**src/rtl/f_fetch_unit_pkg.sv**
```systemverilog
// Shared types and constants for the F-stage fetch unit.
// Holds the fetch-state encoding, reset PC, exception vector and ExcCode values.
// No logic; imported by the fetch unit and its bench.
package f_fetch_unit_pkg;

    typedef enum logic [1:0] {
        ST_REQ   = 2'd0,   // presenting a request for pc
        ST_WAIT  = 2'd1,   // request accepted, waiting for its response
        ST_HOLD  = 2'd2,   // instruction presented to D until accepted
        ST_DRAIN = 2'd3    // waiting to swallow a response from a flushed path
    } fetch_state_t;

    localparam logic [31:0] RESET_PC_DEFAULT = 32'h0000_3000;
    localparam logic [31:0] EXC_VECTOR       = 32'h0000_4180;
    localparam logic [4:0]  EXC_ADEL         = 5'd4;

endpackage

```
**src/rtl/f_fetch_unit_if.sv**
```systemverilog
// Instruction-memory channel: valid/ready request, valid-only response.
// master = fetch unit side, slave = instruction memory side.
// Response may only follow an accepted request, at least one cycle later.
interface f_fetch_unit_if;
    logic        im_req_valid;
    logic [31:0] im_req_addr;
    logic        im_req_ready;
    logic        im_rsp_valid;
    logic [31:0] im_rsp_data;

    modport master (
        output im_req_valid,
        output im_req_addr,
        input  im_req_ready,
        input  im_rsp_valid,
        input  im_rsp_data
    );

    modport slave (
        input  im_req_valid,
        input  im_req_addr,
        output im_req_ready,
        output im_rsp_valid,
        output im_rsp_data
    );
endinterface

```
**src/rtl/f_fetch_unit.sv**
```systemverilog
// F-stage fetch unit: owns the PC, fetches one instruction at a time, holds it for D.
// Latency: request issued from state; >=3 cycles per instruction (REQ, WAIT, HOLD).
// Backpressure: im_req_ready stalls REQ; stall holds the presented instruction in HOLD.
//
// Ports: clk, reset (async active-low); i_npc_in (next PC, sampled on accept);
//   i_stall, i_flush, i_flush_pc; o_F_PC/o_F_instr/o_F_valid toward D;
//   imem (f_fetch_unit_if.master) toward instruction memory.
// Optional: define F_ALIGN_CHECK_EN to add o_F_exc_adel and suppress misaligned fetches.
module f_fetch_unit
    import f_fetch_unit_pkg::*;
#(
    parameter logic [31:0] RESET_PC   = RESET_PC_DEFAULT,
    parameter int          FLUSH_PRIO = 1     // only 1 is defined: flush beats accept
) (
    input  logic                  clk,
    input  logic                  reset,
    input  logic [31:0]           i_npc_in,
    input  logic                  i_stall,
    input  logic                  i_flush,
    input  logic [31:0]           i_flush_pc,
    output logic [31:0]           o_F_PC,
    output logic [31:0]           o_F_instr,
    output logic                  o_F_valid,
`ifdef F_ALIGN_CHECK_EN
    output logic                  o_F_exc_adel,
`endif
    f_fetch_unit_if.master        imem
);

    fetch_state_t r_state, w_nxt_state;
    logic [31:0]  r_pc,    w_nxt_pc;
    logic [31:0]  r_instr, w_nxt_instr;
    logic         r_valid, w_nxt_valid;
    logic         w_req_vld;
    logic         w_req_hs;
    logic         w_accept;
    logic         w_misaligned;

`ifdef F_ALIGN_CHECK_EN
    logic         r_adel, w_nxt_adel;
    assign w_misaligned = (r_pc[1:0] != 2'b00);
`else
    assign w_misaligned = 1'b0;
`endif

    // Request is a pure function of state and pc; reset gating keeps it quiet while held.
    assign w_req_vld = reset && (r_state == ST_REQ) && !w_misaligned;
    assign w_req_hs  = w_req_vld && imem.im_req_ready;
    // A same-cycle flush cancels the accept, so npc_in is never taken then.
    assign w_accept  = r_valid && !i_stall && !(i_flush && (FLUSH_PRIO != 0));

    assign imem.im_req_valid = w_req_vld;
    assign imem.im_req_addr  = r_pc;
    assign o_F_PC            = r_pc;
    assign o_F_instr         = r_instr;
    assign o_F_valid         = r_valid;

    always_comb begin
        w_nxt_state = r_state;
        w_nxt_pc    = r_pc;
        w_nxt_instr = r_instr;
        w_nxt_valid = r_valid;
`ifdef F_ALIGN_CHECK_EN
        w_nxt_adel  = r_adel;
`endif
        case (r_state)
            ST_REQ: begin
                if (w_misaligned) begin
                    // Address error: present a nop instead of touching memory.
                    w_nxt_instr = 32'h0;
                    w_nxt_valid = 1'b1;
                    w_nxt_state = ST_HOLD;
`ifdef F_ALIGN_CHECK_EN
                    w_nxt_adel  = 1'b1;
`endif
                end else if (w_req_hs) begin
                    w_nxt_state = ST_WAIT;
                end
            end
            ST_WAIT: begin
                if (imem.im_rsp_valid) begin
                    w_nxt_instr = imem.im_rsp_data;
                    w_nxt_valid = 1'b1;
                    w_nxt_state = ST_HOLD;
                end
            end
            ST_HOLD: begin
                if (w_accept) begin
                    w_nxt_pc    = i_npc_in;
                    w_nxt_valid = 1'b0;
                    w_nxt_state = ST_REQ;
`ifdef F_ALIGN_CHECK_EN
                    w_nxt_adel  = 1'b0;
`endif
                end
            end
            ST_DRAIN: begin
                if (imem.im_rsp_valid) w_nxt_state = ST_REQ;
            end
            default: w_nxt_state = ST_REQ;
        endcase

        // Flush overrides everything above; the only question is whether a
        // response for the abandoned path is still owed by the memory.
        if (i_flush) begin
            w_nxt_pc    = i_flush_pc;
            w_nxt_valid = 1'b0;
`ifdef F_ALIGN_CHECK_EN
            w_nxt_adel  = 1'b0;
`endif
            case (r_state)
                ST_REQ:   w_nxt_state = w_req_hs ? ST_DRAIN : ST_REQ;
                // A response landing with the flush settles the debt, even in DRAIN.
                ST_WAIT,
                ST_DRAIN: w_nxt_state = imem.im_rsp_valid ? ST_REQ : ST_DRAIN;
                default:  w_nxt_state = ST_REQ;
            endcase
        end
    end

    always_ff @(posedge clk or negedge reset) begin
        if (!reset) begin
            r_state <= ST_REQ;
            r_pc    <= RESET_PC;
            r_instr <= 32'h0;
            r_valid <= 1'b0;
        end else begin
            r_state <= w_nxt_state;
            r_pc    <= w_nxt_pc;
            r_instr <= w_nxt_instr;
            r_valid <= w_nxt_valid;
        end
    end

`ifdef F_ALIGN_CHECK_EN
    always_ff @(posedge clk or negedge reset) begin
        if (!reset) r_adel <= 1'b0;
        else        r_adel <= w_nxt_adel;
    end
    assign o_F_exc_adel = r_adel;
`endif

endmodule

```
**src/flat_wrapper.sv**
```systemverilog
// flat-port wrapper written by rule: the top's interface ports become plain ports
module f_fetch_unit_flat import f_fetch_unit_pkg::*;
#(
    parameter logic [31:0] RESET_PC   = RESET_PC_DEFAULT,
    parameter int          FLUSH_PRIO = 1                                             
)
  (clk, reset, i_npc_in, i_stall, i_flush, i_flush_pc, o_F_PC, o_F_instr, o_F_valid, imem_im_req_valid, imem_im_req_addr, imem_im_req_ready, imem_im_rsp_valid, imem_im_rsp_data);
  f_fetch_unit_if imem_i ();
  input  logic clk;
  input  logic reset;
  input  logic [31:0] i_npc_in;
  input  logic i_stall;
  input  logic i_flush;
  input  logic [31:0] i_flush_pc;
  output logic [31:0] o_F_PC;
  output logic [31:0] o_F_instr;
  output logic o_F_valid;
  output wire logic [$bits(imem_i.im_req_valid)-1:0] imem_im_req_valid;
  output wire logic [$bits(imem_i.im_req_addr)-1:0] imem_im_req_addr;
  input wire logic [$bits(imem_i.im_req_ready)-1:0] imem_im_req_ready;
  input wire logic [$bits(imem_i.im_rsp_valid)-1:0] imem_im_rsp_valid;
  input wire logic [$bits(imem_i.im_rsp_data)-1:0] imem_im_rsp_data;
  assign imem_im_req_valid = imem_i.im_req_valid;
  assign imem_im_req_addr = imem_i.im_req_addr;
  assign imem_i.im_req_ready = imem_im_req_ready;
  assign imem_i.im_rsp_valid = imem_im_rsp_valid;
  assign imem_i.im_rsp_data = imem_im_rsp_data;
  f_fetch_unit #(.RESET_PC(RESET_PC), .FLUSH_PRIO(FLUSH_PRIO)) u_core (.clk(clk), .reset(reset), .i_npc_in(i_npc_in), .i_stall(i_stall), .i_flush(i_flush), .i_flush_pc(i_flush_pc), .o_F_PC(o_F_PC), .o_F_instr(o_F_instr), .o_F_valid(o_F_valid), .imem(imem_i));
endmodule
```
**config.mk**
```make
export PLATFORM = sky130hd
export DESIGN_NAME = f_fetch_unit_flat
export DESIGN_NICKNAME = d
export VERILOG_FILES = /design/src/rtl/f_fetch_unit_pkg.sv /design/src/rtl/f_fetch_unit_if.sv /design/src/rtl/f_fetch_unit.sv /design/src/flat_wrapper.sv
export SDC_FILE = /design/constraint.sdc
export NUM_CORES = 1
export LEC_CHECK = 0
export CAP_MARGIN = 10
export CORE_AREA = 2 2 116 90
export CTS_BUF_LIST = sky130_fd_sc_hd__clkbuf_4
export CTS_CLUSTER_DIAMETER = 150
export DETAILED_ROUTE_END_ITERATION = 8
export DIE_AREA = 0 0 118 92
export PLACE_DENSITY = 0.8
export RECOVER_POWER = 25
export SETUP_SLACK_MARGIN = 0.05
export SLEW_MARGIN = 0
export SYNTH_ARGS = -nofsm -noshare
export SYNTH_HDL_FRONTEND = slang
export SYNTH_SLANG_ARGS = --single-unit
```
**constraint.sdc**
```tcl
create_clock -name clk -period 1.4 [get_ports clk]
set_input_delay 0.14 -clock clk [delete_from_list [all_inputs] [get_ports clk]]
set_output_delay 0.14 -clock clk [all_outputs]
set_load 0.005 [all_outputs]
```
==> results of run 1 <==
-- tightest hold or removal path, cell delays in order --
cell and delay, ps:
buf_2 180, buf_4 170, nor2_1 50
-- cell usage in the layout, fill, tap and decap left out, types with 2 or more instances in the layout --
master           count
clkbuf_2             9
nor2b_1              2
clkbuf_4            10
clkdlybuf4s50_1     99
inv_1                2
mux2_2              90
clkdlybuf4s15_1      9
dlygate4sd2_1       77
buf_6                4
buf_12               5
mux2_4               2
clkbuf_1             2
clkinvlp_4           3
mux2_1               4
buf_2                3
dfrtp_1             64
buf_4               25
a21oi_1              2
clkinv_4             2
dfstp_2              2
-- cell type report --
| type | count | area [um2] |
|---|---|---|
| well taps | 136 | 170.2 |
| diodes | 1 | 2.502 |
| flip-flops and latches | 67 | 1680 |
| inverters | 2 | 7.507 |
| fillers | 890 | 4506 |
| repair buffers | 236 | 2198 |
| clock inverters | 7 | 53.80 |
| multi-input cells | 110 | 1204 |
| clock buffers | 9 | 67.56 |
-- metrics by stage --
step	util [%]	worst slack (ps)	area [um2]	power, W
floorplan	-	56.46	3206	0.003976
global placement	52.48	-184.7	5190	0.005769
detailed placement	52.48	-210.4	5190	0.005889
CTS	54.34	-97.97	5374	0.006684
global route	54.44	-113.9	5384	0.007016
finish	54.44	-68.23	5384	0.006600
-- worst max-delay path by stage --
stage,startpoint,to,slack [ps],cells past startpoint
after floorplan,u_core.r_state[0]$_DFFE_PN0P_,u_core.imem.im_req_addr[16]$_DFFE_PN0P_,60,4
after global placement,i_stall,u_core.imem.im_req_addr[24]$_DFFE_PN0P_,-180,5
after detailed placement,i_stall,u_core.imem.im_req_addr[29]$_DFFE_PN0P_,-210,5
after CTS,u_core.r_state[0]$_DFFE_PN0P_,imem_im_req_valid,-100,2
after global routing,u_core.r_state[1]$_DFFE_PN0P_,u_core.imem.im_req_addr[19]$_DFFE_PN0P_,-110,4
final,u_core.r_state[1]$_DFFE_PN0P_,u_core.imem.im_req_addr[16]$_DFFE_PN0P_,-70,4
-- state kept, by name, indices dropped and copies added, names as in the netlist --
| signal | count |
|---|---|
| u_core.o_F_instr | 32 |
| u_core.imem.im_req_addr | 32 |
| u_core.o_F_valid | 1 |
| u_core.r_state | 2 |
-- metal layers --
| layer | global-route usage (%) | routed length (um) | share of wire (%) | up-vias |
|---|---|---|---|---|
| met3 | 5.908 | 620 | 7.1 | 16 |
| li1 | - | - | - | 1149 |
| met5 | 0 | 0 | 0 | - |
| met4 | 4.618 | 174 | 2.0 | 0 |
| met2 | 29.36 | 4608 | 53 | 109 |
| met1 | 15.95 | 3368 | 38 | 1237 |
-- cells by family (layout without fill, tap and decap cells) --
| family | Yosys count | count (layout) | share of synthesized area, % |
|---|---|---|---|
| AO/OA/AOI/OAI | 7 | 7 | 1.835 |
| flip-flops | 67 | 67 | 52.38 |
| buffers and inverters | 44 | 254 | 10.46 |
| other | 0 | 1 | 0 |
| multiplexers | 97 | 97 | 34.04 |
| AND/OR/NAND/NOR | 6 | 6 | 1.288 |
-- power breakdown --
group	switching (W)	internal (W)
Combinational	0.000864	0.00175
Sequential	0.000315	0.00255
Clock	0.000745	0.000372
Total	0.00192	0.00468
-- what timing repair did --
action | CTS | global route
hold endpoints to repair | 31 | 0
setup buffers | 20 | 2
pin swaps | 0 | 1
setup endpoints to repair | 162 | 77
cloned | 0 | 2
gates resized for setup | 121 | 20
hold buffers | 1 | 0
==> results, run 1 <==
- Broken down by cell family, the worst path's largest delay share belongs to flip-flops.
- The instance count of the mapped netlist is 221.
- The number of nets still failing antenna checks after routing is 0.
- The first global-routing pass estimated 13.28 mm of wire.
- In this run the tightest slew margin relative to its limit is 38.04%.
- The launch point of the worst hold path is i_flush.
- The buffer and inverter count on the worst path is 2.
- For the worst setup path, the data arrival time is 1760 ps.
- The number of standard cells in the layout, taps in and fillers out is 568.
- The initial antenna violation count is 1.
- The die footprint is 10860 um2.
- The global placement routability congestion is 0.7006.
- The maximum level of the CTS H-tree is 3.
- The mean area per synthesized cell is 14.50 um2.
- The required arrival time at the worst endpoint is 1700 ps.
- After floorplanning, the core was sized to cover 9889 um2.
- Counting every net in the synthesized netlist gives 323.
- For the worst-skew pair, the clock arrives at the later sink with an insertion delay of 410 ps.
- The worst setup path is captured at a flip-flop.
- The number of synthesized flops with an enable pin is 0.
- The count of buffers added on input and output ports is 199.
- For flop-to-flop paths, the worst setup slack is -70 ps.
- In the synthesized netlist, the cells that appear most often are mux2_2, dfrtp_1, buf_4, buf_6, mux2_1.
- The maximum number of pins on one net before global-route repair is 68.
- The beginning of the worst register-to-register path is u_core.r_state[1]$_DFFE_PN0P_.
- Once detailed placement completed, the half-perimeter wirelength came to 6.340 mm.
- For this design the ratio of total power to cell area is 1226 nW/um2.
- The number of global-route vias before repair came to 2683.
- Global routing used 15.54% of the available tracks across all layers.
- The checks that failed: setup timing.
- Across all setup checks in the final design, the least slack found is -68.23 ps.
- The number of cells traversed by the worst register-to-register path is 4.
- The starting density of the core is 32.41%.
- STA classifies the critical path startpoint as a flip-flop.
- The signal on the critical path passes through buf_6 > a31oi_4 > clkbuf_16 > mux2_2.
- The slowest stage of the critical path is the dfrtp_1 cell.
- Final hold analysis gives a worst-case slack of 164.4 ps.
- The number of synthesized register bits is 67.
- In this run, placement finished with an instance count of 527.
- The sequential element share of the synthesized area is 52.38%.
- After global routing the overflow that remains totals 0.
- The share of post-route cells with drive strength above 1 is 37.82%.
- Setup violations remaining at the end of the flow were counted as 52.
- The number of ports placed on the die boundary is 200.
- The highest cell delay on the worst timing path is 440 ps.
- Before antenna repair, the detailed router went through 4 iterations.
- The worst hold path endpoint is u_core.o_F_valid$_DFFE_PN0P_.
- The count of maximum capacitance violations is 0.
- The endpoint of the worst register-to-register path is u_core.imem.im_req_addr[16]$_DFFE_PN0P_.
- The most frequent cell after synthesis is mux2_2.
- The number of nets in the layout is 528.
- The die is 92 um tall.
- Counting distinct cell types in the post-synthesis netlist gives 20.
- The worst path uses 104.9% of the clock period.
- The die boundary width is 118 um.
- For the final database, setup skew stands at 9.272 ps.
- The routed design has 8.771 mm of wire.
- The critical setup path kind is reg -> reg.
- The run finished, with violations left.
- After detailed routing, the number of vias per cell comes to 4.421.
- The largest total area in the synthesized netlist belongs to dfrtp_1.
- The async set-reset flop share out of synthesis is 100.0%.
- Setup repair after global routing could not meet its margin everywhere.
- After synthesis the cells add up to 3206 um2.
- For the pin with the worst max-slew slack, the measured transition is 929.4 ps.
- For this run, the number of Yosys warnings is 0.
- The number of remaining DRC errors is 0.
- The overall via count from detail_route is 2511.
- The root buffer cell is clkbuf_4.
- The post-layout minimum cycle time is 1468 ps.
- The iteration-0 DRC count of the detailed router is 46.
- The number of instances on the worst hold path is 3.
- The hold violation total from the final report is 0.
- In this run the worst path has a maximum fanout of 8.
- The area growth from synthesis to layout is 67.95%.
- The routed length per placed instance is 15.44 um.
- The type of the worst min-delay path is in -> reg.
- The share of synthesized area in the top cell type comes to 50.74%.
- TritonCTS built the clock tree.
- The floorplan has 32 rows.
- The worst-case IR drop observed on VDD is 0.7488 mV.
- Sorting the synthesized cells by area gives the leading types as dfrtp_1, mux2_2, buf_4, dfstp_2, buf_6.
- Buffers inserted during clock tree synthesis total 9.
- The analysis attributes to cell leakage a power of 2.400 nW.
- Timing would allow up to 0.6811 GHz.
- The number of pins exceeding their max-slew limit in the final report is 0.
- The setup TNS is -2008 ps.
- The most frequently used flop master after synthesis is dfrtp_1.
- The clock edge transition at the registers on the reported setup and hold paths is 120 ps.
- The clock sink count is 67.
- The maximum root-to-sink buffer count is 2.
Note: power is estimated with default switching activity, not from simulation.
==> inputs of run 2 (changes only) <==
ABC_CLOCK_PERIOD_IN_PS = 1400   (was not set)
PLACE_DENSITY = not set   (was 0.8)
PLACE_DENSITY_LB_ADDON = 0.3   (was not set)
==> results, run 2 (synthesized netlist as in run 1, its figures left out) <==
- The layout-stage area growth over the synthesis result is 74.08%.
- The beginning of the worst register-to-register path is u_core.r_state[1]$_DFFE_PN0P_.
- The required arrival time at the worst endpoint is 1690 ps (about the same).
- The tightest min-delay check is of the in -> reg type.
- The largest clock skew in the final design is 19.12 ps (+9.851 ps).
- In the layout the commonest cells are clkdlybuf4s50_1, dlygate4sd2_1, mux2_2.
- The share of the clock period used by the worst path came to 104.2% (-0.67 points).
- Setup repair after global routing could not meet its margin everywhere.
- The clock tree from TritonCTS is built.
- The die boundary width came to 118 um (unchanged).
- The core utilization of the finished layout is 56.43% (+2.0 points).
- The transition time at the pin with the least slew margin came to 911.2 ps (-18.17 ps).
- The worst-case headroom to the max-slew limit is 39.25% (+1.2 points).
- The global placement routability congestion was 0.6729 (-4.0%).
- The critical path arrival is 1750 ps (about the same).
- The maximum clock frequency is 0.6855 GHz (+0.65%).
- The endpoint identified for the worst register-to-register timing path is u_core.imem.im_req_addr[27]$_DFFE_PN0P_.
- The total congestion overflow after global routing is 0 (unchanged).
- The number of optimization iterations in the first detailed-route pass is 4 (unchanged).
- The height of the die is 92 um (unchanged).
- The maximum level of the CTS H-tree is 3 (unchanged).
- The overall track demand over capacity in global routing is 15.83% (+0.30 points).
- The wire length of the first global-routing pass is 13.48 mm (+1.5%).
- The number of nets in the layout is 528 (unchanged).
- The starting density of the core came to 32.41% (unchanged).
- The number of nets still failing antenna checks after routing is 0 (unchanged).
- The maximum root-to-sink buffer count is 2 (unchanged).
- The worst reg-to-reg setup slack is -60 ps (about the same).
- The number of cells in the design after placement is 525 (-0.38%).
- The endpoint type of the worst setup path is a flip-flop.
- STA classifies the critical path startpoint as a flip-flop.
- The number of ports placed on the die boundary came to 200 (unchanged).
- The flow ran to the end, but the final reports show violations.
- The standard cell core area is 9889 um2 (unchanged).
- The CTS buffer count is 9 (unchanged).
- The buffer and inverter count on the worst path is 3 (+1).
- The final-report setup violation count is 32 (-38%).
- The iteration-0 DRC count of the detailed router is 39 (-15%).
- The worst-skew pair later-pin latency came to 410 ps (about the same).
- The worst hold path terminates at u_core.o_F_valid$_DFFE_PN0P_.
- The number of standard cells in the layout, taps in and fillers out is 567 (-0.18%).
- CTS placed an instance of clkbuf_4 at the clock tree root.
- The routed length per placed instance is 15.11 um (-2.1%).
- The setup TNS is -995.6 ps (+1013 ps).
- The pre-CTS worst setup slack is -214.1 ps (-3.702 ps).
- The leakage power figure was 2.577 nW (+7.4%).
- The maximum ir drop on the vdd rail came to 0.7993 mV (+6.7%).
- The detailed-route vias per instance is 4.358 (-1.4%).
- The slowest stage of the critical path belongs to the cell dfrtp_2.
- The share of post-route cells with drive strength above 1 was 39.21% (+1.4 points).
- The cell that appears most often on the critical path is buf_6.
- The number of global-route vias before repair came to 2685 (+0.075%).
- The power density of the placed cells is 1230 nW/um2 (+0.35%).
- The estimated wirelength of the detail-placed design is 5.957 mm (-6.0%).
- The initial antenna violation count is 0 (-1).
- The final routed wirelength across all metal layers came to 8.570 mm (-2.3%).
- The area of the multi-input gates is 1314 um2 (+9.1%).
- Broken down by cell family, the worst path's largest delay share belongs to flip-flops.
- The highest cell delay on the worst timing path is 450 ps (about the same).
- The most common cell after layout, fill and taps aside is clkdlybuf4s50_1.
- The signal on the critical path passes through buf_6 > a31oi_4 > buf_6 > buf_12 > mux2_2.
- The post-layout minimum cycle time was 1459 ps (-9.438 ps).
- The maximum number of pins on one net before global-route repair was 68 (unchanged).
- The sequential standard cell area is 1682 um2 (about the same).
- The count of maximum capacitance violations was 0 (unchanged).
- The top fanout value on the critical path is 12 (+4).
- The fill cell total of the finished layout is 866 (-2.7%).
- The launch point of the worst hold path is i_flush.
- The count of inserted antenna diode cells is 0 (-1).
- The overall via count from detail_route is 2471 (-1.6%).
- The number of input and output port buffers inserted is 199 (unchanged).
- The clock edge transition at the registers on the reported setup and hold paths is 120 ps (about the same).
- The checks that failed: setup timing.
- The number of rows in the core area was 32 (unchanged).
- The hold violation total from the final report is 0 (unchanged).
- The critical path is of the reg -> reg type.
- The number of remaining DRC errors was 0 (unchanged).
- The number of instances on the worst hold path is 3 (unchanged).
- The number of pins exceeding their max-slew limit in the final report is 0 (unchanged).
- The clock sink count is 67 (unchanged).
- The number of cells traversed by the worst register-to-register path is 5 (+1).
- The die footprint is 10860 um2 (unchanged).
- The least setup slack across all paths after layout came to -58.80 ps (+9.438 ps).
-- run 2: cell types whose count changed in the layout (fill, tap and decap cells not counted), moves of 2 or more --
| cell | before | now |
|---|---|---|
| dlygate4sd2_1 | 77 | 80 |
| mux2_4 | 2 | 29 |
| buf_8 | 0 | 2 |
| clkdlybuf4s15_1 | 9 | 6 |
| buf_6 | 4 | 8 |
| buf_4 | 25 | 18 |
| mux2_1 | 4 | 0 |
| buf_12 | 5 | 8 |
| mux2_2 | 90 | 67 |
| clkinv_2 | 1 | 3 |
-- run 2: timing repair --
item	in CTS	in global routing
setup endpoints to repair	148	74
endpoints found under the hold margin	65	0
pin swaps	0	2
gates cloned	4	0
buffers inserted	22	2
hold buffers	1	0
resized for setup	158	26
-- run 2: per-stage QoR --
step | hold WS [ps] | power, W | area, um2
final | 175.6 | 0.006864 | 5580
after global routing | 163.2 | 0.007325 | 5580
after CTS | 131.6 | 0.006971 | 5624
after detailed placement | 443.2 | 0.005851 | 5175
after global placement | 424.4 | 0.005776 | 5175
after floorplan | -155.6 | 0.003976 | 3206
-- run 2: worst reg2reg max path, stage by stage, from the launching register on --
cell	delay (ps)
dfrtp_2	450
buf_6	130
a31oi_4	150
buf_6	140
buf_12	140
mux2_2	340
-- run 2: final cells by class --
cell class                 instances  area share (%)
tap                              136           3.049
clock buffer                       9           1.211
multi-input combinational        110           23.54
inverter                           2          0.1345
clock inverter                     7           1.233
timing repair buffer             236           40.70
sequential                        67           30.13
-- run 2: worst max path at each step --
stage	cells after the start	endpoint	from
6_report	5	u_core.imem.im_req_addr[27]$_DFFE_PN0P_	u_core.r_state[1]$_DFFE_PN0P_
5_1_grt	5	u_core.imem.im_req_addr[14]$_DFFE_PN0P_	u_core.r_state[1]$_DFFE_PN0P_
4_1_cts	2	imem_im_req_valid	u_core.r_state[0]$_DFFE_PN0P_
3_5_place_dp	5	u_core.imem.im_req_addr[3]$_DFFE_PN0P_	i_stall
3_3_place_gp	5	u_core.imem.im_req_addr[26]$_DFFE_PN0P_	i_stall
2_1_floorplan	4	u_core.imem.im_req_addr[16]$_DFFE_PN0P_	u_core.r_state[0]$_DFFE_PN0P_
-- run 2: power by group --
group | switching (W) | internal (W)
logic | 0.000876 | 0.00187
clock network | 0.000711 | 0.000537
registers | 0.000321 | 0.00255
total | 0.00191 | 0.00496
-- run 2: metal layers --
| metal | part of all wire, % | global-route usage (%) |
|---|---|---|
| met4 | 1.1 | 4.819 |
| met3 | 8.6 | 6.654 |
| met2 | 50 | 27.13 |
| met5 | 0 | 0 |
| met1 | 41 | 18.08 |
